`config.mk`:
```
export PLATFORM = sky130hd
export DESIGN_NAME = hazard_scoreboard
export DESIGN_NICKNAME = d
export VERILOG_FILES = /design/src/rtl/hazard_scoreboard_pkg.sv /design/src/rtl/hazard_scoreboard_sb_entry.sv /design/src/rtl/hazard_scoreboard.sv
export SDC_FILE = /design/constraint.sdc
export NUM_CORES = 1
export LEC_CHECK = 0
export ABC_AREA = 1
export BUFFER_PORTS_ARGS = -buffer_cell sky130_fd_sc_hd__clkbuf_2
export CELL_PAD_IN_SITES_DETAIL_PLACEMENT = 0
export CELL_PAD_IN_SITES_GLOBAL_PLACEMENT = 1
export CORE_MARGIN = 3
export CORE_UTILIZATION = 45
export DETAILED_ROUTE_END_ITERATION = 8
export PLACE_DENSITY_LB_ADDON = 0.1
export SYNTH_ARGS = -nofsm -noshare
export SYNTH_HDL_FRONTEND = slang
export SYNTH_SLANG_ARGS = --single-unit
```
`constraint.sdc`:
```
create_clock -name clk -period 7.4 [get_ports clk]
set_clock_uncertainty 0.2 [all_clocks]
set_input_delay 1.48 -clock clk [delete_from_list [all_inputs] [get_ports clk]]
set_output_delay 1.48 -clock clk [all_outputs]
set_load 0.01 [all_outputs]
```
`src/rtl/hazard_scoreboard_pkg.sv`:
```
// Shared types and defaults for the register hazard scoreboard.
package hazard_scoreboard_pkg;

   localparam int unsigned NUM_REGS_DEF = 32;
   localparam int unsigned CNT_W_DEF    = 2;
   localparam int unsigned IDX_W        = 5;

   // x0 is hardwired zero: never tracked, never a hazard.
   localparam logic [IDX_W-1:0] ZERO_REG = '0;

   typedef enum logic [1:0] {
      SB_RUN,
      SB_DRAIN,
      SB_HALTED
   } sb_state_e;

endpackage

```
`src/rtl/hazard_scoreboard_sb_entry.sv`:
```
// One saturating in-flight write counter for a single architectural register.
module sb_entry
   import hazard_scoreboard_pkg::*;
#(
   parameter int unsigned CNT_W = CNT_W_DEF
) (
   input  logic clk,
   input  logic rst,
   input  logic i_inc,
   input  logic i_dec,
   output logic o_nonzero,
   output logic o_full
);

   localparam logic [CNT_W-1:0] CntMax = '1;

   logic [CNT_W-1:0] r_cnt;

   // Simultaneous inc and dec cancel; dec at zero and inc at max are dropped.
   always_ff @(posedge clk) begin
      if (!rst) begin
         r_cnt <= '0;
      end else if (i_inc && !i_dec && (r_cnt != CntMax)) begin
         r_cnt <= r_cnt + 1'b1;
      end else if (i_dec && !i_inc && (r_cnt != '0)) begin
         r_cnt <= r_cnt - 1'b1;
      end
   end

   assign o_nonzero = (r_cnt != '0);
   assign o_full    = (r_cnt == CntMax);

endmodule

```
`src/rtl/hazard_scoreboard.sv`:
```
// Register scoreboard: tracks in-flight writes per register, stalls ID on RAW
// hazards or counter saturation, and drains the pipeline after ebreak.
module hazard_scoreboard
   import hazard_scoreboard_pkg::*;
#(
   parameter int unsigned NUM_REGS = NUM_REGS_DEF,
   parameter int unsigned CNT_W    = CNT_W_DEF
) (
   input  logic             clk,
   input  logic             rst,
   input  logic             id_valid_inst,
   input  logic [IDX_W-1:0] id_ra_idx,
   input  logic [IDX_W-1:0] id_rb_idx,
   input  logic             id_uses_ra,
   input  logic             id_uses_rb,
   input  logic             id_reg_wr,
   input  logic [IDX_W-1:0] id_dest_reg_idx,
   input  logic             id_halt,
   input  logic             flush,
   input  logic             wb_valid_inst,
   input  logic             wb_reg_wr,
   input  logic [IDX_W-1:0] wb_dest_reg_idx,
   output logic             stall,
   output logic             issue,
   output logic             busy,
   output logic             halted
);

   sb_state_e           r_state;
   logic [NUM_REGS-1:0] w_nonzero;
   logic [NUM_REGS-1:0] w_full;
   logic                w_inc_en;
   logic                w_dec_en;
   logic                w_src_hazard;
   logic                w_sat_hazard;

   assign w_inc_en = issue & id_reg_wr & (id_dest_reg_idx != ZERO_REG);
   assign w_dec_en = wb_valid_inst & wb_reg_wr & (wb_dest_reg_idx != ZERO_REG);

   // x0 slot is constant so the lookups below never see a hazard on it.
   assign w_nonzero[0] = 1'b0;
   assign w_full[0]    = 1'b0;

   for (genvar g = 1; g < NUM_REGS; g++) begin : g_entry
      sb_entry #(
         .CNT_W(CNT_W)
      ) u_entry (
         .clk       (clk),
         .rst       (rst),
         .i_inc     (w_inc_en & (id_dest_reg_idx == IDX_W'(g))),
         .i_dec     (w_dec_en & (wb_dest_reg_idx == IDX_W'(g))),
         .o_nonzero (w_nonzero[g]),
         .o_full    (w_full[g])
      );
   end

   // Hazards use registered counts only; a same-cycle writeback does not bypass.
   assign w_src_hazard = (id_uses_ra & w_nonzero[id_ra_idx]) |
                         (id_uses_rb & w_nonzero[id_rb_idx]);
   assign w_sat_hazard = id_reg_wr & w_full[id_dest_reg_idx];

   assign stall  = id_valid_inst & ~flush &
                   (w_src_hazard | w_sat_hazard | (r_state != SB_RUN));
   assign issue  = id_valid_inst & ~flush & ~stall;
   assign busy   = |w_nonzero;
   assign halted = (r_state == SB_HALTED);

   // Halt sequencing: stop issuing on ebreak, halt once all writes retire.
   always_ff @(posedge clk) begin
      if (!rst) begin
         r_state <= SB_RUN;
      end else begin
         case (r_state)
            SB_RUN:    if (issue && id_halt) r_state <= SB_DRAIN;
            SB_DRAIN:  if (!busy && !w_dec_en) r_state <= SB_HALTED;
            SB_HALTED: r_state <= SB_HALTED;
            default:   r_state <= SB_RUN;
         endcase
      end
   end

endmodule
```
* Yosys cells after proc, flatten, opt, wreduce, memory -nomap -nowiden
Index checks and enable logic that the tools add are counted.
** Cells by class
- $add $sub $neg :: 62
- Equality and inequality tests :: 128
- Order comparisons :: 3
- Multiplexer cells :: 71
- Bitwise operators :: 77
- Reductions and logical operators :: 258
** Operator list (count)
- equality test 5 bit (second input constant) :: 32
- 2-to-1 mux 2 bit :: 64
- logical AND 1 bit :: 126
- nonzero test 2 bit :: 63
- equality test 5 x 4 -> 1 bit (second input constant) :: 16
- bitwise AND 1 bit :: 72
- inequality test 2 bit (second input constant) :: 33
- equality test 2 bit (second input constant) :: 32
- zero test 1 bit :: 64
- adder 2 x 1 -> 2 bit (second input constant) :: 31
- subtractor 2 x 1 -> 2 bit (second input constant) :: 31
- equality test 5 x 3 -> 1 bit (second input constant) :: 8
- OR reduction 31 bit :: 1
- equality test 5 x 2 -> 1 bit (second input constant) :: 4
- less-than comparator 5 x 6 -> 1 bit (second input constant) :: 3
- binary-select mux 1 bit (select 5 bit) :: 3
- equality test 5 x 1 -> 1 bit (second input constant) :: 2
- nonzero test 5 bit :: 2
- one-hot mux 2 bit (3 select lines) :: 1
- 2-to-1 mux 1 bit :: 3
- bitwise OR 1 bit :: 3
- equality test 2 x 1 -> 1 bit (second input constant) :: 1
- zero test 2 bit :: 1
- NOT 1 bit :: 2
- AND reduction 2 bit :: 1
** Word-level totals
- Register bits after elaboration :: 64
- Logic and storage cells :: 631
- Input port bits :: 30

* Longest topological paths before layout
- Depth after elaboration :: 18
- Gate-level depth with buffers :: 19
- Mapped depth without buffers :: 18

* By module
Synthesis repeated with hierarchy kept, for this count alone.
** Second synthesis, totals
- Cell total of the unflattened synthesis :: 1013
- Area, all modules :: 5828.1 µm²
** Modules (own cells, without submodules)
- sb_entry :: times used 31, cells an instance 19, area each 123.9 µm²
- hazard_scoreboard :: times used 1, cells an instance 424, area each 1988.2 µm²

* Least setup slack after synthesis
No wires, ideal clock.
- Path type :: input to output
- Start :: input id_dest_reg_idx[1]
- End :: output issue
- Path buffers :: 2
- Arrival time :: 2.824 ns
- Setup slack :: 2.896 ns
- Stages on the path :: 11
- Path through :: buf_6 > nor2_2 > o21ai_0 > a21oi_1 > nor2_1 > nand2_1 > nand2_1 > a21oi_2 > nand3_2 > nor2_2 > buf_2
** Between the ends
- Cells in the longest elaborated chain, start to end :: 8
** RTL lines
- start, declared :: line hazard_scoreboard.sv:17 : input logic [IDX_W-1:0] id_dest_reg_idx,
- binary-select mux 1 bit (select 5 bit) :: line hazard_scoreboard.sv:60 : assign w_sat_hazard = id_reg_wr & w_full[id_dest_reg_idx];
- 2-to-1 mux 1 bit (not written as such) :: line hazard_scoreboard.sv:60
- bitwise AND 1 bit :: line hazard_scoreboard.sv:60
- bitwise OR 1 bit (2 in series) :: line hazard_scoreboard.sv:63 : (w_src_hazard | w_sat_hazard | (r_state != SB_RUN));
- bitwise AND 1 bit :: line hazard_scoreboard.sv:62 : assign stall = id_valid_inst & ~flush &
- NOT 1 bit :: line hazard_scoreboard.sv:64 : assign issue = id_valid_inst & ~flush & ~stall;
- bitwise AND 1 bit :: line hazard_scoreboard.sv:64
- end, declared :: line hazard_scoreboard.sv:24 : output logic issue,
No other way between the ends. The select of a mux whose other input is x is not followed.

* Worst setup path in the final report
- Start :: input id_dest_reg_idx[0]
- End :: output issue
Same word-level chain as after synthesis.

==> flow_summary.ini <==
[outcome]
run_status = complete, no violations

[logic_synthesis]
synth-seq-area-share = 0.238
yosys_synthesis_warning_count = 0
synth_cells = 999
synth_cell_type_count = 27
synthesis.area_mm2 = 0.00539
synthesis.area_per_instance_um2 = 5.40
synth_nets = 1033
ys_ff_latch = 64

[clock_tree]
post_cts.resized_instances = 0
cts_buf_count = 9
postCtsSetupBuffers = 0
clk_pin_slew_worst_paths_ns = 0.05
tritoncts = done
root_driver = clkbuf_16
clock_path_buffers = 2
clock_insertion_delay_worst_skew_ns = 0.34
ctsHoldBuffers = 0
htreeDepth = 3
cts.sinks = 64

[power]
power_density_mw_per_mm2 = 165
post-layout-total-power_uw = 976
p_leak_nw = 2.50
peakVddDrop_v = 0.000116

[global_route]
grt.total_usage = 0.281
antenna_found_initial = 0
grt_first_pass_wirelength_mm = 28.9
vias_in_the_first_global_route = 5603
grt_max_degree = 40
grt_overflow_total = 0

[timing]
post_route_clock_period_utilization = 0.683
report.final.slew_viol_count = 0
post-route-min-period_ns = 5.06
hold-worst-slack_ns = 0.264
setup-violations-final = 0
rsz0062_at_grt = false
fmax_mhz = 198
pnr_worst_setup_slack_ns = 2.34
maxSlewHeadroom = 0.198
worst-slew-pin-transition_ns = 1.20
setup_total_negative_slack_ns = 0
hold_viol_final = 0

[final_layout]
flow.area_growth_from_synthesis_pct = 9.44
antenna-diode-count = 0
design.final.nets = 1048
layout-drive-gt1-share = 0.0795

[die]
initial_core_utilization = 0.466
core_area_mm2 = 0.0116
floorplan.rows = 39
die_area_mm2 = 0.0133
die-width_um = 115
boundaryPins = 34
die_height_um = 115

[setup_path]
r2r.worst_path.cells = 15
timing.reg2reg.setup_slack_ns = 4.09
rr_startpoint = g_entry[19].u_entry.r_cnt[1]
crit-reg2reg-capture = g_entry[21].u_entry.r_cnt[1]
critical_path.cell_chain = clkbuf_2, inv_2, nor2_2, o21ai_0, a21oi_1, nor2_1, nand2_1, nand2_1, a21oi_2, nand3_2, nor2_2, clkbuf_2
maximum_fanout_along_the_worst_path = 11
critical_path_start_type = input port
setup.worst_path.class = in -> out
timing.critical_path.arrival_ns = 3.38
end_kind = output port
slowest_stage = nor2_2
required_time_at_the_worst_slack_endpoint_ns = 5.72
cp_slowest_stage_delay_ns = 0.32

[route]
detailedRoute.firstIterationViolations = 608
wl_per_cell_um = 15.4
drt-pass1-iter-count = 5
drc = 0
antenna_left = 0
count_of_vias_placed_by_the_detailed_router = 6234
drt-vias-per-instance = 5.36
postRouteWirelength_mm = 17.9

[worst_hold_path]
worst_hold_startpoint = g_entry[6].u_entry.r_cnt[1]
timing.hold.worst_path_depth = 2
hold-path-endpoint = g_entry[6].u_entry.r_cnt[1]
hold_crit_class = reg -> reg

[run]
max-cap-violations = 0

[placement]
place.gp.congestion = 1.00
pre_cts_slack_ns = 2.37
io_buffer_count = 33
dpl.hpwl_mm = 13.3
## worst max-delay path: cells and delay by family
kind | cells | cell delay, ns
AO/OA/AOI/OAI | 3 | 0.46
AND/OR/NAND/NOR | 6 | 0.84
buffers and inverters | 3 | 0.61
## metal layers
layer  routed length [µm]  GRT usage  vias to the layer above
met5                    0          0                        -
met4                  441      0.110                        0
met3                 1090     0.0407                       28
met2                 8290      0.469                      190
met1                 8030      0.365                     2801
li1                     -          -                     3215
## cell type report
class                   instances  area [µm²]
fillers                      1307        5660
repair buffers                 35         180
well taps                     143         179
multi-input cells             762        3410
flip-flops and latches         64        1280
inverters                     142         533
clock inverters                 3        65.1
clock buffers                  13         250
## cells in the mapped netlist, drive strengths merged
master  number  area [µm²]
a21oi       65         329
buf         20         124
clkbuf      11        41.3
clkinv       2        7.51
dfxtp       64        1280
ha           4        50.1
inv        140         526
nand2      296        1110
nand3      205        1050
nand4       17         106
nor2       140         551
nor3         6        41.3
nor4         6        37.5
o211ai       3        22.5
o21ai       10        50.1
or2         10        62.6
## kinds of logic (layout without fill, tap and decap cells)
| logic type | after synthesis | after routing | synth area share |
|---|---|---|---|
| fa+ha+maj | 4 | 4 | 0.00928 |
| compound gates | 78 | 78 | 0.0745 |
| flops | 64 | 64 | 0.238 |
| simple gates | 680 | 680 | 0.549 |
| buf+inv | 173 | 193 | 0.129 |
## report_power, final
part	total, mW	leakage (nW)	internal, mW	switching (mW)
combinational	0.157	1.83	0.0434	0.113
clock	0.466	0.154	0.304	0.162
sequential	0.353	0.516	0.350	0.00331
total	0.976	2.50	0.697	0.278
## how the worst max path moves through the flow
stage	start	endpoint	slack, ns	cells past startpoint
3_3_place_gp	id_dest_reg_idx[0]	issue	2.46	12
2_1_floorplan	id_dest_reg_idx[1]	issue	2.90	11
6_report	id_dest_reg_idx[0]	issue	2.34	12
4_1_cts	id_dest_reg_idx[0]	issue	2.37	12
5_1_grt	id_dest_reg_idx[0]	issue	2.16	12
3_5_place_dp	id_dest_reg_idx[0]	issue	2.37	12
## state kept, by name (all words and copies together) (netlist names)
name and count:
g_entry.u_entry.r_cnt 62, r_state 2
## cells in the final DEF, fill, tap and decap left out, drive strengths merged, types with 4 or more instances in the layout
| master | instances |
|---|---|
| a21oi | 65 |
| clkbuf | 46 |
| dfxtp | 64 |
| ha | 4 |
| inv | 140 |
| nand2 | 296 |
| nand3 | 205 |
| nand4 | 17 |
| nor2 | 140 |
| nor3 | 6 |
| nor4 | 6 |
| o21ai | 10 |
| or2 | 10 |
## stage by stage
stage,utilization,area [µm²],instances
2_1_floorplan,-,5390,999
3_3_place_gp,0.483,5590,1146
3_5_place_dp,0.483,5590,1146
4_1_cts,0.510,5900,1162
5_1_grt,0.510,5900,1162
6_report,0.510,5900,1162
Power figures use the tool's default switching activity.
